--- src/rtl/door_game_pkg.sv ---
// door_game_pkg: shared state encoding, door index width and LFSR constants for the door game.
package door_game_pkg;
  typedef enum logic [2:0] {IDLE, SELECT, REVEAL, WIN, LOSE} game_state_t;
  localparam int DOOR_IDX_W = $clog2(4);
  localparam logic [7:0] LFSR_SEED = 8'h01;
  localparam logic [7:0] LFSR_TAPS = 8'hB8;
endpackage

--- src/rtl/door_lfsr.sv ---
// door_lfsr: free-running 8-bit Fibonacci LFSR (x^8+x^6+x^5+x^4+1), exposes its low bits as a door pick.
module door_lfsr
  import door_game_pkg::*;
(
  input  logic                  clk,
  input  logic                  reset,
  output logic [DOOR_IDX_W-1:0] pick
);
  logic [7:0] q;
  always_ff @(posedge clk)
    q <= reset ? LFSR_SEED : {q[6:0], ^(q & LFSR_TAPS)};
  assign pick = q[DOOR_IDX_W-1:0];
endmodule

--- src/rtl/door_game_controller.sv ---
// door_game_controller: frame-synchronous 4-door game FSM with shadowed display outputs; PRIZE_DEBUG_EN adds prize_dbg.
module door_game_controller
  import door_game_pkg::*;
#(
  parameter int NUM_DOORS     = 4,
  parameter int MAX_LIVES     = 3,
  parameter int REVEAL_FRAMES = 30,
  parameter int END_FRAMES    = 120
) (
  input  logic                  clk,
  input  logic                  reset,
  input  logic                  frame_start,
  input  logic                  btn_left,
  input  logic                  btn_right,
  input  logic                  btn_select,
  output logic [NUM_DOORS-1:0]  door_open,
  output logic [DOOR_IDX_W-1:0] cursor,
  output logic [1:0]            lives,
  output logic                  state_win,
  output logic                  state_lose
`ifdef PRIZE_DEBUG_EN
  ,
  output logic [DOOR_IDX_W-1:0] prize_dbg
`endif
);
  localparam int CNT_W = $clog2((REVEAL_FRAMES > END_FRAMES ? REVEAL_FRAMES : END_FRAMES) + 1);
  localparam logic [CNT_W-1:0] END_CNT = CNT_W'(END_FRAMES);
  localparam logic [CNT_W-1:0] REV_LAST = CNT_W'(REVEAL_FRAMES - 1);
  localparam logic [DOOR_IDX_W-1:0] LAST_DOOR = DOOR_IDX_W'(NUM_DOORS - 1);
  game_state_t           state;
  logic [DOOR_IDX_W-1:0] cur, prize, pick;
  logic [NUM_DOORS-1:0]  mask;
  logic [1:0]            lv;
  logic [CNT_W-1:0]      cnt;
  door_lfsr u_lfsr (.clk(clk), .reset(reset), .pick(pick));
`ifdef PRIZE_DEBUG_EN
  assign prize_dbg = prize;
`endif
  // Internal state reacts to buttons immediately; the outputs only sample it on frame_start.
  always_ff @(posedge clk) begin
    if (reset) begin
      state      <= IDLE;
      cur        <= '0;
      mask       <= '0;
      lv         <= 2'(MAX_LIVES);
      prize      <= '0;
      cnt        <= '0;
      door_open  <= '0;
      cursor     <= '0;
      lives      <= 2'(MAX_LIVES);
      state_win  <= 1'b0;
      state_lose <= 1'b0;
    end else begin
      if (frame_start && cnt < END_CNT) cnt <= cnt + 1'b1;
      case (state)
        IDLE: if (btn_select) begin
          state <= SELECT;
          mask  <= '0;
          lv    <= 2'(MAX_LIVES);
          cur   <= '0;
          prize <= pick;
        end
        SELECT: if (btn_select) begin
          if (!mask[cur]) begin
            mask[cur] <= 1'b1;
            cnt       <= '0;
            state     <= REVEAL;
          end
        end else if (btn_left && !btn_right) cur <= cur == '0 ? LAST_DOOR : cur - 1'b1;
        else if (btn_right && !btn_left) cur <= cur == LAST_DOOR ? '0 : cur + 1'b1;
        REVEAL: if (frame_start && cnt == REV_LAST) begin
          cnt <= '0;
          if (cur == prize) state <= WIN;
          else begin
            lv    <= lv - 1'b1;
            state <= lv == 2'd1 ? LOSE : SELECT;
          end
        end
        WIN, LOSE: if (btn_select && cnt == END_CNT) begin
          state <= IDLE;
          mask  <= '0;
        end
        default: state <= IDLE;
      endcase
      if (frame_start) begin
        door_open  <= mask;
        cursor     <= cur;
        lives      <= lv;
        state_win  <= state == WIN;
        state_lose <= state == LOSE;
      end
    end
  end
endmodule
--- config.mk ---
export PLATFORM = sky130hd
export DESIGN_NAME = door_game_controller
export DESIGN_NICKNAME = d
export VERILOG_FILES = /design/src/rtl/door_game_pkg.sv /design/src/rtl/door_lfsr.sv /design/src/rtl/door_game_controller.sv
export SDC_FILE = /design/constraint.sdc
export NUM_CORES = 1
export LEC_CHECK = 0
export CORE_MARGIN = 5
export CORE_UTILIZATION = 60
export DETAILED_ROUTE_END_ITERATION = 6
export GPL_TIMING_DRIVEN = 0
export PLACE_DENSITY = 0.83
export SKIP_LAST_GASP = 1
export SYNTH_ARGS = -nofsm -noshare
export SYNTH_HDL_FRONTEND = slang
export SYNTH_SLANG_ARGS = --single-unit
--- constraint.sdc ---
create_clock -name clk -period 3.6 [get_ports clk]
set_input_delay 0.54 -clock clk [delete_from_list [all_inputs] [get_ports clk]]
set_output_delay 0.54 -clock clk [all_outputs]
set_load 0.01 [all_outputs]
==> Yosys cells after proc, flatten, opt, wreduce, memory -nomap -nowiden <==
Index checks and enable logic that the tools add are counted.
{ "classes": {"shifts": 0, "muxes": 33, "n_reduce_logical": 20, "addsub": 4, "mul": 0, "eq_ne": 17, "n_div": 0, "n_lt_le_gt_ge": 3, "n_bitwise": 1} }
{ "op_table": {"columns": ["cell", "n"], "rows": [
  ["2-to-1 mux 7 bit", 4],
  ["2-to-1 mux 3 bit", 7],
  ["2-to-1 mux 2 bit", 9],
  ["2-to-1 mux 4 bit", 4],
  ["!= test 2 bit, second input constant", 7],
  ["one-hot mux 7 bit (2 select lines)", 1],
  ["one-hot mux 3 bit (4 select lines)", 1],
  ["one-hot mux 4 bit (3 select lines)", 1],
  ["AND reduction 5 bit", 2],
  ["one-hot mux 2 bit (2 select lines)", 2],
  ["AND reduction 4 bit", 2],
  ["XOR reduction 8 bit", 1],
  ["adder 7 x 1 -> 7 bit, second input constant", 1],
  ["== test 7 x 5 -> 1 bit, second input constant", 1],
  ["== test 7 bit, second input constant", 1],
  ["< comparator 7 bit, second input constant", 1],
  ["== test 3 x 2 -> 1 bit, second input constant", 2],
  ["logical AND 1 bit", 6],
  ["bitwise OR 4 bit", 1],
  ["nonzero test 2 bit", 2],
  ["subtractor 2 x 1 -> 2 bit, second input constant", 2],
  ["== test 3 x 1 -> 1 bit, second input constant", 1],
  ["== test 3 bit, second input constant", 1],
  ["zero test 3 bit", 1],
  ["15 further kinds", 17]
]} }
{ "totals": {"elab_cells": 90, "register_bits": 38, "output_inout_bits": 10, "latch_bits": 0, "mem_bits_ro": 0, "mem_bits_rw": 0, "mem_count": 0, "inputBits": 6} }

==> Logic depth before layout (Yosys ltp) <==
{ "depth": {"depth_word": 8, "mapped_depth": 7, "depth_no_buf": 7} }

==> Modules after synthesis <==
Synthesis repeated with hierarchy kept, for this count alone.
{ "unflattened": {"hier_cells": 201, "area_unflattened_um2": 1921.8} }
{ "modules_own_cells": {"columns": ["mod", "seq_area_each_um2", "n_inst", "cells_per_inst", "area_each_um2"], "rows": [
  ["door_game_controller", 600.6, 1, 180, 1670.4],
  ["door_lfsr", 160.2, 1, 21, 251.5]
]} }

==> Worst setup path before layout <==
OpenSTA, ideal clock, no wires.
{ "synth_timing": {"path_kind": "input-to-reg", "from": "input btn_right", "to": "register cur[0]", "t_required_ns": 3.535, "path_slack_ns": 1.877, "setup_ns": 0.065, "path_stages": 7, "arrival_ns": 1.658, "n_path_buf": 0, "path_cell_list": "inv_1 > ha_1 > nor3b_1 > o21ai_1 > a2111oi_0 > a21oi_1 > nor2_1"} }
{ "synth_via": {"elab_chain_cells": 5, "elab_cells_between_ends": 8, "classes_between": "eq/ne: 1; mux: 3; reduce/logical: 4"} }
{ "synth_rtl": {"columns": ["item", "line", "text"], "rows": [
  ["start: declaration", "door_game_controller.sv:14", "input logic btn_right,"],
  ["zero test 1 bit", "door_game_controller.sv:69", "end else if (btn_left && !btn_right) cur <= cur == '0 ? LAST_DOOR : cur - 1'b1;"],
  ["logical AND 1 bit", "door_game_controller.sv:69", null],
  ["2-to-1 mux 2 bit", "door_game_controller.sv:69", null],
  ["2-to-1 mux 2 bit", "door_game_controller.sv:63", "SELECT: if (btn_select) begin"],
  ["one-hot mux 2 bit (2 select lines)", "door_game_controller.sv:55", "case (state)"],
  ["end signal: assignment", "door_game_controller.sv:69", null],
  ["end signal: assignment", "door_game_controller.sv:70", "else if (btn_right && !btn_left) cur <= cur == LAST_DOOR ? '0 : cur + 1'b1;"],
  ["end: declaration", "door_game_controller.sv:31", "logic [DOOR_IDX_W-1:0] cur, prize, pick;"]
]} }
Several ways; a longest one is shown, not always the timed one. The select of a mux whose other input is x is not followed.
A chain may end at the register's enable or synchronous reset.

==> Final worst setup path <==
Same ends and word-level chain as after synthesis.

==> results.cfg <==
[outcome]
status = complete, no violations

[critical_path]
cp.arrival_ns = 2.37
cp-end-kind = flip-flop
cp_slowest_stage_delay_ns = 0.45
worst_setup_path_start_kind = input pin
worst_ep_required_time_ns = 3.90
worst_path_max_delay_cell = clkdlybuf4s50_1
path_max_fanout = 3
setup.worst_path.class = input pin to flip-flop
crit_chain = clkdlybuf4s50_1, inv_1, ha_1, nor3b_1, o21ai_1, a2111oi_0, a21oi_1, nor2_1

[global_routing]
antenna_found_initial = 0
grt_pass1_vias = 1441
track_usage_pct = 19.4
grt_max_degree = 14
grt_pass1_wl_um = 6340
grt_overflow = 0

[power_and_ir_drop]
seqPwrFrac_pct = 46.7
ir_drop_mv = 0.367
combPwrFrac_pct = 31.2
intPower_uw = 665
leakagePower_uw = 0.000853
clockPowerShare_pct = 22.2
powerDensity_mw_per_mm2 = 506
power.total_uw = 1030
p_sw_share_pct = 35.3
p_sw_uw = 362

[timing]
tightest_slew_ns = 0.672
final_max_slew_viol_count = 0
fin_tns_setup_ns = 0
period_share_pct = 57.4
finClkSkew_ns = 0.0103
fin_crit_ns = 2.07
worst_slew_margin_rel_pct = 55.2
final_hold_viol_count = 0
rsz0062_at_grt = no
fmax_mhz = 484
setup_viol = 0

[clocking]
clock_latency_ns = 0.36
cts.sinks = 38
cts_tree = built
clkTransAtPathRegs_ns = 0.12
root_buffer = clkbuf_4
clk_path_buf_depth = 2
cts_setup_buffers = 0
htree_levels = 2
ctsResizeCount = 0
cts_hold_buf = 0
cts_buffers = 5

[routing]
vias = 1443
drc = 0
postRouteAntennaNets = 0
wl_per_cell_um = 15.0
drt-initial-drc-count = 70
vias_per_cell = 5.82
wl_um = 3720
drt-pass1-iter-count = 4

[finish]
n_fill_cell = 206
nets = 231
final_area_mm2 = 0.00203
diodes = 0
final_layout_size_suffix_gt1_share_pct = 8.29
utilization_pct = 72.4
area_delta_synth_final_pct = 13.9

[placed_design]
dpl-instance-area_mm2 = 0.00197
place_hpwl_um = 2810
gp_congestion = 0.922
port_buffers = 15

[floorplanning]
dieWidth_um = 64.5
ios = 16
fp.dieH_um = 64.5
start_util_pct = 63.6
die_area_mm2 = 0.00416
rows = 19
core_mm2 = 0.00281

[synth]
syn_area_mm2 = 0.00178
synth_area_per_cell_um2 = 9.19
synthCells = 194
syn_nets = 209
yosysUniqueCellTypes = 46
synth_flop_cell = dfxtp_1
ys_warn_count = 0
synth_seq_cells = 38
synth_edf_count = 0
yosysSeqAreaShare_pct = 42.7
async_flop_share_pct = 0

[flow_run]
drv_cap = 0

[min_path]
hold_class = flip-flop to flip-flop
==> cell type report <==
class                   count  area, µm²  share of cell area [%]
plain buffers               7       36.3                    1.79
clock buffers               5       37.5                    1.85
clock inverters             3       21.3                    1.05
inverters                   9       33.8                    1.66
multi-input cells         140        952                    46.9
flip-flops and latches     38        761                    37.5
well taps                  31       38.8                    1.91
repair buffers             15        150                    7.39
==> metal layers <==
metal	GRT usage (%)	wire (µm)
met1	21.6	1620
met2	32.5	1790
met3	5.70	172
met5	0	0
met4	11.9	143
==> kinds of logic (layout without fill, tap and decap cells) <==
| family | Yosys count | after routing | synth area share [%] |
|---|---|---|---|
| flip-flops | 38 | 38 | 42.7 |
| AND/OR/NAND/NOR | 79 | 79 | 22.7 |
| buffers and inverters | 16 | 39 | 3.93 |
| XOR/XNOR | 11 | 11 | 5.40 |
| multiplexers | 14 | 14 | 8.00 |
| AO/OA/AOI/OAI | 27 | 27 | 11.0 |
| adder cells (fa/ha/maj) | 9 | 9 | 6.32 |
==> power groups by stage <==
| stage | logic, µW | clock network, µW | registers [µW] |
|---|---|---|---|
| 2_1_floorplan | 239 | 0 | 484 |
| 3_3_place_gp | 292 | 0 | 487 |
| 6_report | 320 | 228 | 479 |
| 4_1_cts | 315 | 231 | 479 |
| 3_5_place_dp | 313 | 0 | 489 |
| 5_1_grt | 352 | 250 | 484 |
==> state kept, by name (all words and copies together), names as in the netlist <==
register,flops
u_lfsr.q,8
cnt,7
door_open,4
mask,4
state,3
cur,2
cursor,2
lives,2
lv,2
prize,2
state_lose,1
state_win,1
==> critical path, delay by kind of cell <==
| kind | cells | cell delay, ns |
|---|---|---|
| AO/OA/AOI/OAI | 3 | 0.69 |
| adder cells (fa/ha/maj) | 1 | 0.28 |
| buffers and inverters | 2 | 0.50 |
| AND/OR/NAND/NOR | 2 | 0.36 |
==> placed cells by master, fill, tap and decap left out, types with 2 or more instances in the layout <==
| master | count |
|---|---|
| o21ai_1 | 2 |
| and2_1 | 2 |
| a211oi_1 | 2 |
| dfxtp_1 | 38 |
| buf_2 | 2 |
| clkdlybuf4s50_1 | 15 |
| ha_1 | 9 |
| xnor2_1 | 3 |
| clkbuf_1 | 4 |
| inv_1 | 9 |
| xor2_1 | 8 |
| nand2b_1 | 3 |
| and4_1 | 2 |
| mux2i_1 | 12 |
| clkbuf_4 | 5 |
| nand2_1 | 16 |
| nor2_1 | 26 |
| nand4_1 | 3 |
| nor2b_1 | 13 |
| and3_1 | 3 |
| a21oi_1 | 5 |
| nor3_1 | 2 |
| a31oi_1 | 5 |
==> Yosys cell counts, types with 2 or more instances <==
library cell,n,area (µm²)
dfxtp_1,38,761
nor2_1,26,97.6
nand2_1,16,60.1
nor2b_1,13,81.3
mux2i_1,12,120
ha_1,9,113
inv_1,9,33.8
xor2_1,8,70.1
a21oi_1,5,25.0
a31oi_1,5,31.3
clkbuf_1,4,15.0
and3_1,3,18.8
nand2b_1,3,18.8
nand4_1,3,18.8
xnor2_1,3,26.3
a211oi_1,2,15.0
and2_1,2,12.5
and4_1,2,17.5
buf_2,2,10.0
nor3_1,2,10.0
o21ai_1,2,10.0
==> stage by stage <==
| stage | cells | setup slack [ns] | hold WS, ns |
|---|---|---|---|
| after detailed placement | 240 | 1.17 | 0.428 |
| final | 248 | 1.53 | 0.454 |
| after global placement | 240 | 1.31 | 0.426 |
| after CTS | 248 | 1.55 | 0.456 |
| after floorplan | 194 | 1.88 | 0.414 |
| after global routing | 248 | 1.41 | 0.481 |
==> worst paths after layout <==
path / startpoint / to / depth (start not counted) / slack (ns)
max: btn_right / cur[0] / 8 / 1.53
min: u_lfsr.q[2] / u_lfsr.q[3] / 1 / 0.45
max reg2reg: cur[1] / state[0] / 6 / 1.70
min reg2reg: u_lfsr.q[2] / u_lfsr.q[3] / 1 / 0.45
Note: power is estimated with default switching activity, not from simulation.
